<file path="config.mk">
export PLATFORM = sky130hd
export DESIGN_NAME = con_eval_unit
export DESIGN_NICKNAME = d
export VERILOG_FILES = /design/src/rtl/con_eval_unit_pkg.sv /design/src/rtl/con_compare.sv /design/src/rtl/con_eval_unit.sv
export SDC_FILE = /design/constraint.sdc
export NUM_CORES = 1
export LEC_CHECK = 0
export ABC_AREA = 0
export ABC_CLOCK_PERIOD_IN_PS = 4400
export CAP_MARGIN = 20
export CORE_MARGIN = 4
export CORE_UTILIZATION = 40
export CTS_CLUSTER_DIAMETER = 100
export CTS_CLUSTER_SIZE = 12
export DETAILED_ROUTE_END_ITERATION = 10
export GPL_TIMING_DRIVEN = 0
export PLACE_DENSITY = 0.68
export SLEW_MARGIN = 40
export SYNTH_ARGS = -nofsm -noshare
export SYNTH_HDL_FRONTEND = slang
export SYNTH_SLANG_ARGS = --single-unit
</file>
<file path="constraint.sdc">
create_clock -name clock -period 4.4 [get_ports clock]
set_input_delay 0.88 -clock clock [delete_from_list [all_inputs] [get_ports clock]]
set_output_delay 0.88 -clock clock [all_outputs]
set_load 0.01 [all_outputs]
</file>
<file path="src/rtl/con_eval_unit_pkg.sv">
// Shared definitions for the branch-condition evaluator: condition codes and
// the FSM state encoding.
package con_eval_unit_pkg;

  localparam logic [2:0] CC_ZERO = 3'd0;
  localparam logic [2:0] CC_NZ   = 3'd1;
  localparam logic [2:0] CC_POS  = 3'd2;
  localparam logic [2:0] CC_NEG  = 3'd3;
  localparam logic [2:0] CC_EQ   = 3'd4;
  localparam logic [2:0] CC_NE   = 3'd5;
  localparam logic [2:0] CC_LT   = 3'd6;
  localparam logic [2:0] CC_LTU  = 3'd7;

  typedef enum logic {
    ST_IDLE   = 1'b0,
    ST_WAIT_B = 1'b1
  } con_state_t;

endpackage

</file>
<file path="src/rtl/con_compare.sv">
// Combinational condition evaluator. Codes 0-3 look only at a; codes 4-7
// compare a against b over the full width.
module con_compare
  import con_eval_unit_pkg::*;
#(
  parameter int WIDTH = 32
) (
  input  logic [2:0]       cond,
  input  logic [WIDTH-1:0] a,
  input  logic [WIDTH-1:0] b,
  output logic             result
);

  always_comb begin
    result = 1'b0;
    case (cond)
      CC_ZERO: result = (a == '0);
      CC_NZ:   result = (a != '0);
      CC_POS:  result = ~a[WIDTH-1];
      CC_NEG:  result = a[WIDTH-1];
      CC_EQ:   result = (a == b);
      CC_NE:   result = (a != b);
      CC_LT:   result = ($signed(a) < $signed(b));
      CC_LTU:  result = (a < b);
      default: result = 1'b0;
    endcase
  end

endmodule

</file>
<file path="src/rtl/con_eval_unit.sv">
// Registered branch-condition flag with single- and two-operand evaluation.
// Optional statistics counters are built when CON_STATS_EN is defined.
//
// state     | meaning
// ST_IDLE   | ready; single-operand codes evaluate here, two-operand codes latch A
// ST_WAIT_B | A and cond latched; next strobe supplies B unless aborted
module con_eval_unit
  import con_eval_unit_pkg::*;
#(
  parameter int WIDTH  = 32,
  parameter int STAT_W = 16
) (
  input  logic              clock,
  input  logic              clear_n,
  input  logic              con_in,
  input  logic              con_abort,
  input  logic [2:0]        cond,
  input  logic [WIDTH-1:0]  bus_mux_out,
  output logic              con_out,
  output logic              con_valid,
  output logic              con_busy
`ifdef CON_STATS_EN
  ,
  output logic [STAT_W-1:0] taken_cnt,
  output logic [STAT_W-1:0] eval_cnt
`endif
);

  if (WIDTH < 2 || STAT_W < 1) begin : g_param_check
    $error("con_eval_unit: WIDTH must be >= 2 and STAT_W >= 1");
  end

  con_state_t       state, state_nxt;
  logic [WIDTH-1:0] a_q;
  logic [2:0]       cond_q;
  logic             do_eval;
  logic             do_latch;
  logic [2:0]       cmp_cond;
  logic [WIDTH-1:0] cmp_a;
  logic             cmp_res;

  // In WAIT_B the comparator sees the latched A/cond and the live bus as B.
  always_comb begin
    cmp_cond = cond;
    cmp_a    = bus_mux_out;
    if (state == ST_WAIT_B) begin
      cmp_cond = cond_q;
      cmp_a    = a_q;
    end
  end

  con_compare #(.WIDTH(WIDTH)) u_compare (
    .cond   (cmp_cond),
    .a      (cmp_a),
    .b      (bus_mux_out),
    .result (cmp_res)
  );

  always_comb begin
    state_nxt = state;
    do_eval   = 1'b0;
    do_latch  = 1'b0;
    case (state)
      ST_IDLE: begin
        if (con_in) begin
          if (cond[2]) begin
            do_latch  = 1'b1;
            state_nxt = ST_WAIT_B;
          end else begin
            do_eval = 1'b1;
          end
        end
      end
      ST_WAIT_B: begin
        // Abort takes priority over a coincident B strobe.
        if (con_abort) begin
          state_nxt = ST_IDLE;
        end else if (con_in) begin
          do_eval   = 1'b1;
          state_nxt = ST_IDLE;
        end
      end
      default: state_nxt = ST_IDLE;
    endcase
  end

  always_ff @(posedge clock) begin
    if (!clear_n) begin
      state     <= ST_IDLE;
      a_q       <= '0;
      cond_q    <= '0;
      con_out   <= 1'b0;
      con_valid <= 1'b0;
    end else begin
      state     <= state_nxt;
      con_valid <= do_eval;
      if (do_latch) begin
        a_q    <= bus_mux_out;
        cond_q <= cond;
      end
      if (do_eval) begin
        con_out <= cmp_res;
      end
    end
  end

  assign con_busy = (state == ST_WAIT_B);

`ifdef CON_STATS_EN
  localparam logic [STAT_W-1:0] CNT_MAX = '1;

  always_ff @(posedge clock) begin
    if (!clear_n) begin
      eval_cnt  <= '0;
      taken_cnt <= '0;
    end else if (do_eval) begin
      if (eval_cnt != CNT_MAX) begin
        eval_cnt <= eval_cnt + 1'b1;
      end
      if (cmp_res && (taken_cnt != CNT_MAX)) begin
        taken_cnt <= taken_cnt + 1'b1;
      end
    end
  end
`endif

endmodule
</file>
Word-level counts from Yosys, hierarchy flattened
Index checks and enable logic that the tools add are counted.

Flip-flop bits (word level): 38. Bits in latches: 0. Memory bits (writable): 0. Bits in read-only memories: 0. Bits of input ports: 39. Output and inout port bits: 3. Memories kept: 0.

$add $sub $neg: 0. Multipliers: 0. Div/mod/pow operators: 0. $lt $le $gt $ge: 2. Eq/ne operators: 9. Shifts and indexed selects: 0. Muxes and demuxes: 14. Bitwise operators: 2. Reduce and logical (&&, ||, !) cells: 3.

Operator list (count): $lt 32x32->1 (2); $eq 32x32->1 (1); $logic_not 32->1 (1); $mux 32 (1); $ne 32x32->1 (1); $reduce_bool 32->1 (1); $eq 3x3->1 const B (4); $mux 1 (9); $pmux 1 s8 (1); $eq 3x2->1 const B (2); $pmux 1 s2 (2); $eq 3x1->1 const B (1); $logic_not 3->1 (1); $mux 3 (1); $not 1->1 (2).

Logic depth before layout (Yosys ltp)
Gate-level depths: netlist (run 1).

Depth after elaboration: 3. Gate-level depth with buffers: 13. Depth with buffers taken out: 9.

By module
From an unflattened synthesis (run 1), not the netlist that was laid out.

Cells, all modules: 341. Area, all modules: 2909.0 µm².

By module, submodules not included: con_eval_unit (times used 1, cells each 205, area each 1919.3 µm²); con_compare (times used 1, cells each 136, area each 989.7 µm²).

Worst setup path after synthesis (run 1)
OpenSTA, ideal clock, no wires.

Path kind: reg2reg. Start point: register state (netlist: con_busy). End point: register con_out. Arrival time: 2.796 ns. Path slack: 1.518 ns. Cell stages (with the launch flop): 14. Buffers on the path: 4. Path through: dfxtp_1 -> buf_2 -> buf_1 -> clkbuf_1 -> buf_2 -> nand2_1 -> o21ai_0 -> ha_1 -> a21oi_1 -> o21ai_0 -> a221o_1 -> o21ai_0 -> a311oi_1 -> a211oi_1.

Word-level cells in the longest chain between the ends: 3. Elaborated cells on any way between the ends: 20. Those cells by class: order compare: 2; eq/ne: 9; mux: 4; bitwise: 2; reduce/logical: 3.

Ends and longest elaborated chain: from (decl) (line con_eval_unit.sv:33) `con_state_t state, state_nxt;`; from (signal assigned) (line con_eval_unit.sv:95) `state <= state_nxt;`; $mux 32 / $mux 3 (equally long branches) (line con_eval_unit.sv:46) `if (state == ST_WAIT_B) begin`; $lt 32x32->1 (tied with other cells) (line con_compare.sv:24) `CC_LTU: result = (a < b);`; $pmux 1 s8 (line con_compare.sv:16) `case (cond)`; to (signal assigned) (line con_eval_unit.sv:102) `con_out <= cmp_res;`; to (decl) (line con_eval_unit.sv:19) `output logic con_out,`.

Several ways; a longest one is shown, not always the timed one. A chain may end at the register's enable or synchronous reset.

Worst setup path in the final report (run 1)
Same ends and word-level chain as after synthesis.

==> out/qor.txt, run 1 <==
Outcome: finished, final reports clean
Mux cell area share after synthesis: 4.63%
Xor/xnor share of the synthesized area: 0.655%
Area delta synth->final: 22.0%
Most common cell after layout, fill and taps aside: nand2_1
Total CTS buffers: 5
Max stage delay on crit path: 800 ps
Share of the synthesized area in the top cell type: 28.4%
Total track usage: 18.8%
Synth Area in Adders: 15.0%
Top_reg_cell synth: dfxtp_1
DP HPWL: 5.81 mm
Synth warn: 0
Slew headroom: 40.6%
Ratio of cells with drive above 1 in the final layout: 4.52%
Sequential area share after synthesis: 28.4%
Synth Area in Simple Gates: 23.6%
DRC: 0
CTS Hold Bufs: 0
Post-synthesis register bit count: 38
Post-synth EDFFs: 0
Slew Limit Fails: 0
Critical path startpoint category: flip-flop
Drt first pass iters: 4
Initial Utilization: 41.7%
Clk_lat worst skew: 290 ps
Clock slew at reported path FFs: 80 ps
Slowest CP cell: nor4_1
R2R cell count: 10
WL/cell: 14.9 um
Fin Setup TNS: 0 ps
Clk sinks: 38
CTS Buffer Depth: 2
Top Ports: 42
Final GP Congestion: 0.921
First DRT Iteration DRCs: 105
Grt total ovfl: 0
Syn nets: 444
Placeable Area: 6420 sq um
Netlist cell types: 45
Top delay family on crit path: buffers and inverters
Synthesized area: 2680 sq um
Synth area leaders: dfxtp_1 (28%), ha_1 (15%), nand2_1 (14%)
Critical Path Fanout Max: 10
Hold Vio Cnt, Final: 0
Root buffer cell: clkbuf_8
Synth Area in Compound Gates: 20.1%
WP buf/inv: 3
CP cell instances: buf_2 -> buf_1 -> clkbuf_1 -> o21ai_0 -> ha_1 -> nand4_1 -> nor4_1 -> o311ai_0 -> a311oi_1 -> a211oi_1
Via density: 5.50
Setup Skew: 5.04 ps
RSZ-0062 raised after global routing: no
Lkg Pwr: 1.31 nW
Chip Width: 89.8 um
# diodes: 0
Commonest non-fill, non-tap cells in the layout: nand2_1 (97), a21oi_1 (47), clkdlybuf4s50_1 (41)
Power density cells: 257 nW/um^2
Die Height: 89.8 um
Ys async rst share: 0%
Initial antenna violation count: 0
Die footprint: 8060 sq um
Path type of the worst min-delay path: flip-flop to flip-flop
Port Buffer Count: 41
Setup crit end kind: flip-flop
Vias in the first global route: 2,641
Post-synthesis cell count: 373
Count of final setup violators: 0
Post-layout total power: 0.000838 W
Largest net degree at the start of global routing: 11
Final worst path period need: 3940 ps
Hold path depth: 2
F_max: 0.254 GHz
Peak supply drop: 0.000131 V
Tightest Pin Transition: 883 ps
Levels on crit path: 10
CTS tree: yes
Worst EP required: 4570 ps
Largest family of logic cells by synthesized area: simple AND/OR/NAND/NOR gates
Detail Route Antenna Nets: 0
Arrival time worst endpoint: 4110 ps
Post-CTS Setup Repair Bufs: 0
# nets final: 492
Global-route wire length before repair: 12.5 mm
Mean post-synth cell area: 7.18 sq um
Yosys top cell by area: dfxtp_1
Rows: 29
# resized after CTS: 0
Post-Route WL: 7.40 mm
WS Path Type: flip-flop to flip-flop
H-tree Lvls: 2
Maxcap violations: 0
Util after Layout: 50.8%
Routed vias: 2,732
Fin crit share: 89.4%
-- worst min-delay path, delay by kind of cell (launching register included) --
family / cells / cell delay [ps]
AND/OR/NAND/NOR: 1 / 50
AO/OA/AOI/OAI: 1 / 50
flip-flops: 1 / 310
-- Yosys cell counts, types with 2 or more instances --
| cell type | number |
|---|---|
| a211oi_1 | 2 |
| a21boi_0 | 2 |
| a21o_1 | 2 |
| a21oi_1 | 47 |
| a31oi_1 | 3 |
| and3_1 | 2 |
| buf_2 | 2 |
| clkbuf_1 | 13 |
| dfxtp_1 | 38 |
| ha_1 | 32 |
| inv_1 | 34 |
| mux2_2 | 7 |
| mux2i_1 | 3 |
| nand2_1 | 97 |
| nand3_1 | 4 |
| nand4_1 | 11 |
| nor2_1 | 8 |
| nor2b_1 | 2 |
| nor3_1 | 2 |
| nor4_1 | 10 |
| o21ai_0 | 26 |
| o41ai_1 | 2 |
| xnor2_1 | 2 |
-- final timing paths --
kind	startpoint	endpoint	slack (ps)
max	con_busy$_SDFF_PN0_	con_out$_SDFFE_PN0P_	460
min	cond_q[0]$_SDFFE_PN0P_	cond_q[0]$_SDFFE_PN0P_	460
min reg2reg	cond_q[0]$_SDFFE_PN0P_	cond_q[0]$_SDFFE_PN0P_	460
max reg2reg	con_busy$_SDFF_PN0_	con_out$_SDFFE_PN0P_	460
-- registers in the layout, indices dropped and copies added (netlist names) --
register   cells
a_q           32
con_busy       1
cond_q         3
con_valid      1
con_out        1
-- per-layer routing --
| metal | global-route usage (%) | share of wire [%] | vias to the layer above |
|---|---|---|---|
| met5 | 0 | 0 | - |
| met3 | 4.01 | 4.5 | 13 |
| met2 | 32.3 | 48 | 56 |
| met1 | 23.3 | 46 | 1275 |
| met4 | 6.13 | 1.5 | 0 |
| li1 | - | - | 1388 |
-- stage by stage --
step,instances,setup WS (ps),hold slack [ps],area [sq um]
after floorplan,373,1520,433,2680
after global placement,491,558,440,3180
after detailed placement,491,593,446,3180
after CTS,497,501,457,3270
after global routing,497,259,467,3270
final,497,465,459,3270
-- logic make-up (layout without fill, tap and decap cells) --
kind of cell / Yosys count / in the layout
buf+inv: 52 / 99
mux: 11 / 11
simple gates: 143 / 143
compound gates: 95 / 95
fa+ha+maj: 32 / 32
xor+xnor: 2 / 2
flops: 38 / 38
-- power breakdown --
| group | internal [W] | total (W) | switching [W] |
|---|---|---|---|
| Combinational | 0.000101 | 0.000219 | 0.000118 |
| Sequential | 0.000361 | 0.000373 | 0.0000122 |
| Clock | 0.000121 | 0.000247 | 0.000125 |
-- final cells by class --
type / instances / area [sq um]
clock buffers: 6 / 82.6
fillers: 661 / 3160
repair buffers: 41 / 410
multi-input cells: 283 / 1710
well taps: 77 / 96.3
inverters: 35 / 131
flip-flops and latches: 38 / 761
plain buffers: 17 / 73.8
(Power assumes the default switching activity.)
==> run 2: changes to the inputs <==
Settings changed: ABC_CLOCK_PERIOD_IN_PS 4400 to 3400, PLACE_DENSITY 0.68 to 0.71.
Clock period 4.4 ns to 3.4 ns, I/O delays scaled along.
==> out/qor.txt, run 2 (same netlist as run 1, synthesis figures left out) <==
Outcome: finished, final reports clean (unchanged)
Clk sinks: 38 (unchanged)
Placeable Area: 6420 sq um (unchanged)
Via density: 5.45 (was 5.50)
Die Height: 89.8 um (unchanged)
Largest Register: a_q (unchanged)
Count of final setup violators: 0 (unchanged)
Fin Setup TNS: 0 ps (unchanged)
Initial Utilization: 41.7% (unchanged)
DRC: 0 (unchanged)
Slowest CP cell: a2111oi_0 (was nor4_1)
Lkg Pwr: 1.33 nW (was 1.31 nW)
Post-Route WL: 7.19 mm (was 7.40 mm)
Fin crit share: 92.4% (was 89.4%)
Slew headroom: 65.0% (was 40.6%)
Ratio of cells with drive above 1 in the final layout: 5.46% (was 4.52%)
Hold path depth: 2 (unchanged)
Worst EP required: 3610 ps (was 4570 ps)
CP cell instances: buf_2 -> mux2_2 -> ha_1 -> a21o_1 -> a2111oi_0 -> o21ai_0 -> o21ai_0 -> a311oi_1 -> a211oi_1 (was buf_2 -> buf_1 -> clkbuf_1 -> o21ai_0 -> ha_1 -> nand4_1 -> nor4_1 -> o311ai_0 -> a311oi_1 -> a211oi_1)
F_max: 0.318 GHz (was 0.254 GHz)
Arrival time worst endpoint: 3350 ps (was 4110 ps)
Setup Skew: 6.73 ps (was 5.04 ps)
CP most frequent cell: o21ai_0
Maxcap violations: 0 (unchanged)
# nets final: 491 (was 492)
Commonest non-fill, non-tap cells in the layout: nand2_1 (97), a21oi_1 (47), clkdlybuf4s50_1 (41) (unchanged)
Rows: 29 (unchanged)
Path type of the worst min-delay path: flip-flop to flip-flop (unchanged)
Grt total ovfl: 0 (unchanged)
CTS tree: yes (unchanged)
Max FFs per register: 32 (unchanged)
FF-to-FF Start: con_busy$_SDFF_PN0_ (unchanged)
Area of the multi-input gates: 1720 sq um (was 1710 sq um)
Setup crit end kind: flip-flop (unchanged)
Chip Width: 89.8 um (unchanged)
Vias in the first global route: 2,702 (was 2,641)
CTS Hold Bufs: 0 (unchanged)
Largest net degree at the start of global routing: 20 (was 11)
H-tree Lvls: 2 (unchanged)
Global-route wire length before repair: 12.4 mm (was 12.5 mm)
CTS Buffer Depth: 2 (unchanged)
RSZ-0062 raised after global routing: no (unchanged)
Largest regs: a_q (32), cond_q (3) (unchanged)
Hold Vio Cnt, Final: 0 (unchanged)
Most common cell after layout, fill and taps aside: nand2_1 (unchanged)
Filler cell count: 659 (was 661)
Initial antenna violation count: 0 (unchanged)
# diodes: 0 (unchanged)
R2R cell count: 9 (was 10)
Area delta synth->final: 22.5% (was 22.0%)
Worst flop-to-flop path endpoint: con_out$_SDFFE_PN0P_ (unchanged)
Slew Limit Fails: 0 (unchanged)
Die footprint: 8060 sq um (unchanged)
Tightest Pin Transition: 511 ps (was 883 ps)
Total track usage: 18.4% (was 18.8%)
WS Path Type: flip-flop to flip-flop (unchanged)
Sink of the worst hold path: a_q[5]$_SDFFE_PN0P_ (was cond_q[0]$_SDFFE_PN0P_)
Power density cells: 334 nW/um^2 (was 257 nW/um^2)
Final worst path period need: 3140 ps (was 3940 ps)
Root buffer cell: clkbuf_8 (unchanged)
Critical path startpoint category: flip-flop (unchanged)
DP HPWL: 5.65 mm (was 5.81 mm)
Hold Crit Start: a_q[5]$_SDFFE_PN0P_ (was cond_q[0]$_SDFFE_PN0P_)
WL/cell: 14.4 um (was 14.9 um)
Critical Path Fanout Max: 19 (was 10)
Final GP Congestion: 0.921 (about the same)
Max stage delay on crit path: 510 ps (was 800 ps)
Reg2Reg Setup Slack: 260 ps (was 460 ps)
Routed vias: 2,714 (was 2,732)
Detail Route Antenna Nets: 0 (unchanged)
Clock slew at reported path FFs: 80 ps (about the same)
Reg area: 761 sq um (unchanged)
Port Buffer Count: 41 (unchanged)
Peak supply drop: 0.000163 V (was 0.000131 V)
Total CTS buffers: 5 (unchanged)
Clk_lat worst skew: 300 ps (was 290 ps)
Util after Layout: 51.1% (was 50.8%)
Top Ports: 42 (unchanged)
First DRT Iteration DRCs: 163 (was 105)
Drt first pass iters: 5 (was 4)
==> run 2: changes by cell type in the layout (fill, tap and decap cells not counted) <==
cell and delta:
buf_1 -1, clkbuf_1 -1, clkbuf_2 +2, clkinv_2 +1, nor4_1 -1, nor4_2 +1
==> run 2: timing repair <==
item / CTS / global route
setup endpoints to repair: 1 / 0
endpoints found under the hold margin: 0 / 0
gates resized for setup: 3 / 0
setup buffers: 0 / 0
==> run 2: how the worst max path moves through the flow <==
stage,from,end,slack (ps),cells past startpoint
final,con_busy$_SDFF_PN0_,con_out$_SDFFE_PN0P_,260,9
after global routing,con_busy$_SDFF_PN0_,con_out$_SDFFE_PN0P_,50,12
after CTS,con_busy$_SDFF_PN0_,con_out$_SDFFE_PN0P_,260,12
after detailed placement,con_busy$_SDFF_PN0_,con_out$_SDFFE_PN0P_,-360,12
after global placement,con_busy$_SDFF_PN0_,con_out$_SDFFE_PN0P_,-410,12
after floorplan,con_busy$_SDFF_PN0_,con_out$_SDFFE_PN0P_,520,13
==> run 2: routing by layer <==
metal	vias up	global-route usage [%]	routed length, um
li1	1395	-	-
met1	1234	23.4	3300
met2	65	30.8	3350
met3	20	3.92	374
met4	0	6.39	176
met5	-	0	0
==> run 2: worst max-delay path: cells and delay by family (launching register included) <==
family                   cells  cell delay, ps
adder cells (fa/ha/maj)      1             300
flip-flops                   1             480
AO/OA/AOI/OAI                6            1480
buffers and inverters        1             390
multiplexers                 1             410
==> run 2: report_power, final <==
part           internal (W)  switching [W]  leakage, nW  total, W
Sequential         0.000467      0.0000160        0.311  0.000483
Combinational      0.000131       0.000151        0.966  0.000282
Clock              0.000164       0.000168       0.0482  0.000332
Total              0.000762       0.000335         1.33   0.00110
==> run 2: layout make-up <==
cell class | instances | share of cell area [%]
Buffer | 16 | 2.21
Clock buffer | 7 | 2.63
Clock inverter | 1 | 0.153
Inverter | 35 | 4.01
Multi-Input combinational cell | 283 | 52.3
Sequential cell | 38 | 23.2
Tap cell | 77 | 2.94
Timing Repair Buffer | 41 | 12.5
==> run 2: stage by stage <==
stage / power, W / worst slack, ps / instances / instance area (sq um) / hold WS (ps)
6_report: 0.00110 / 259 / 498 / 3280 / 456
5_1_grt: 0.00117 / 52.0 / 498 / 3280 / 478
4_1_cts: 0.00111 / 256 / 498 / 3280 / 456
3_5_place_dp: 0.000774 / -355 / 491 / 3180 / 446
3_3_place_gp: 0.000767 / -410 / 491 / 3180 / 440
2_1_floorplan: 0.000660 / 518 / 373 / 2680 / 433
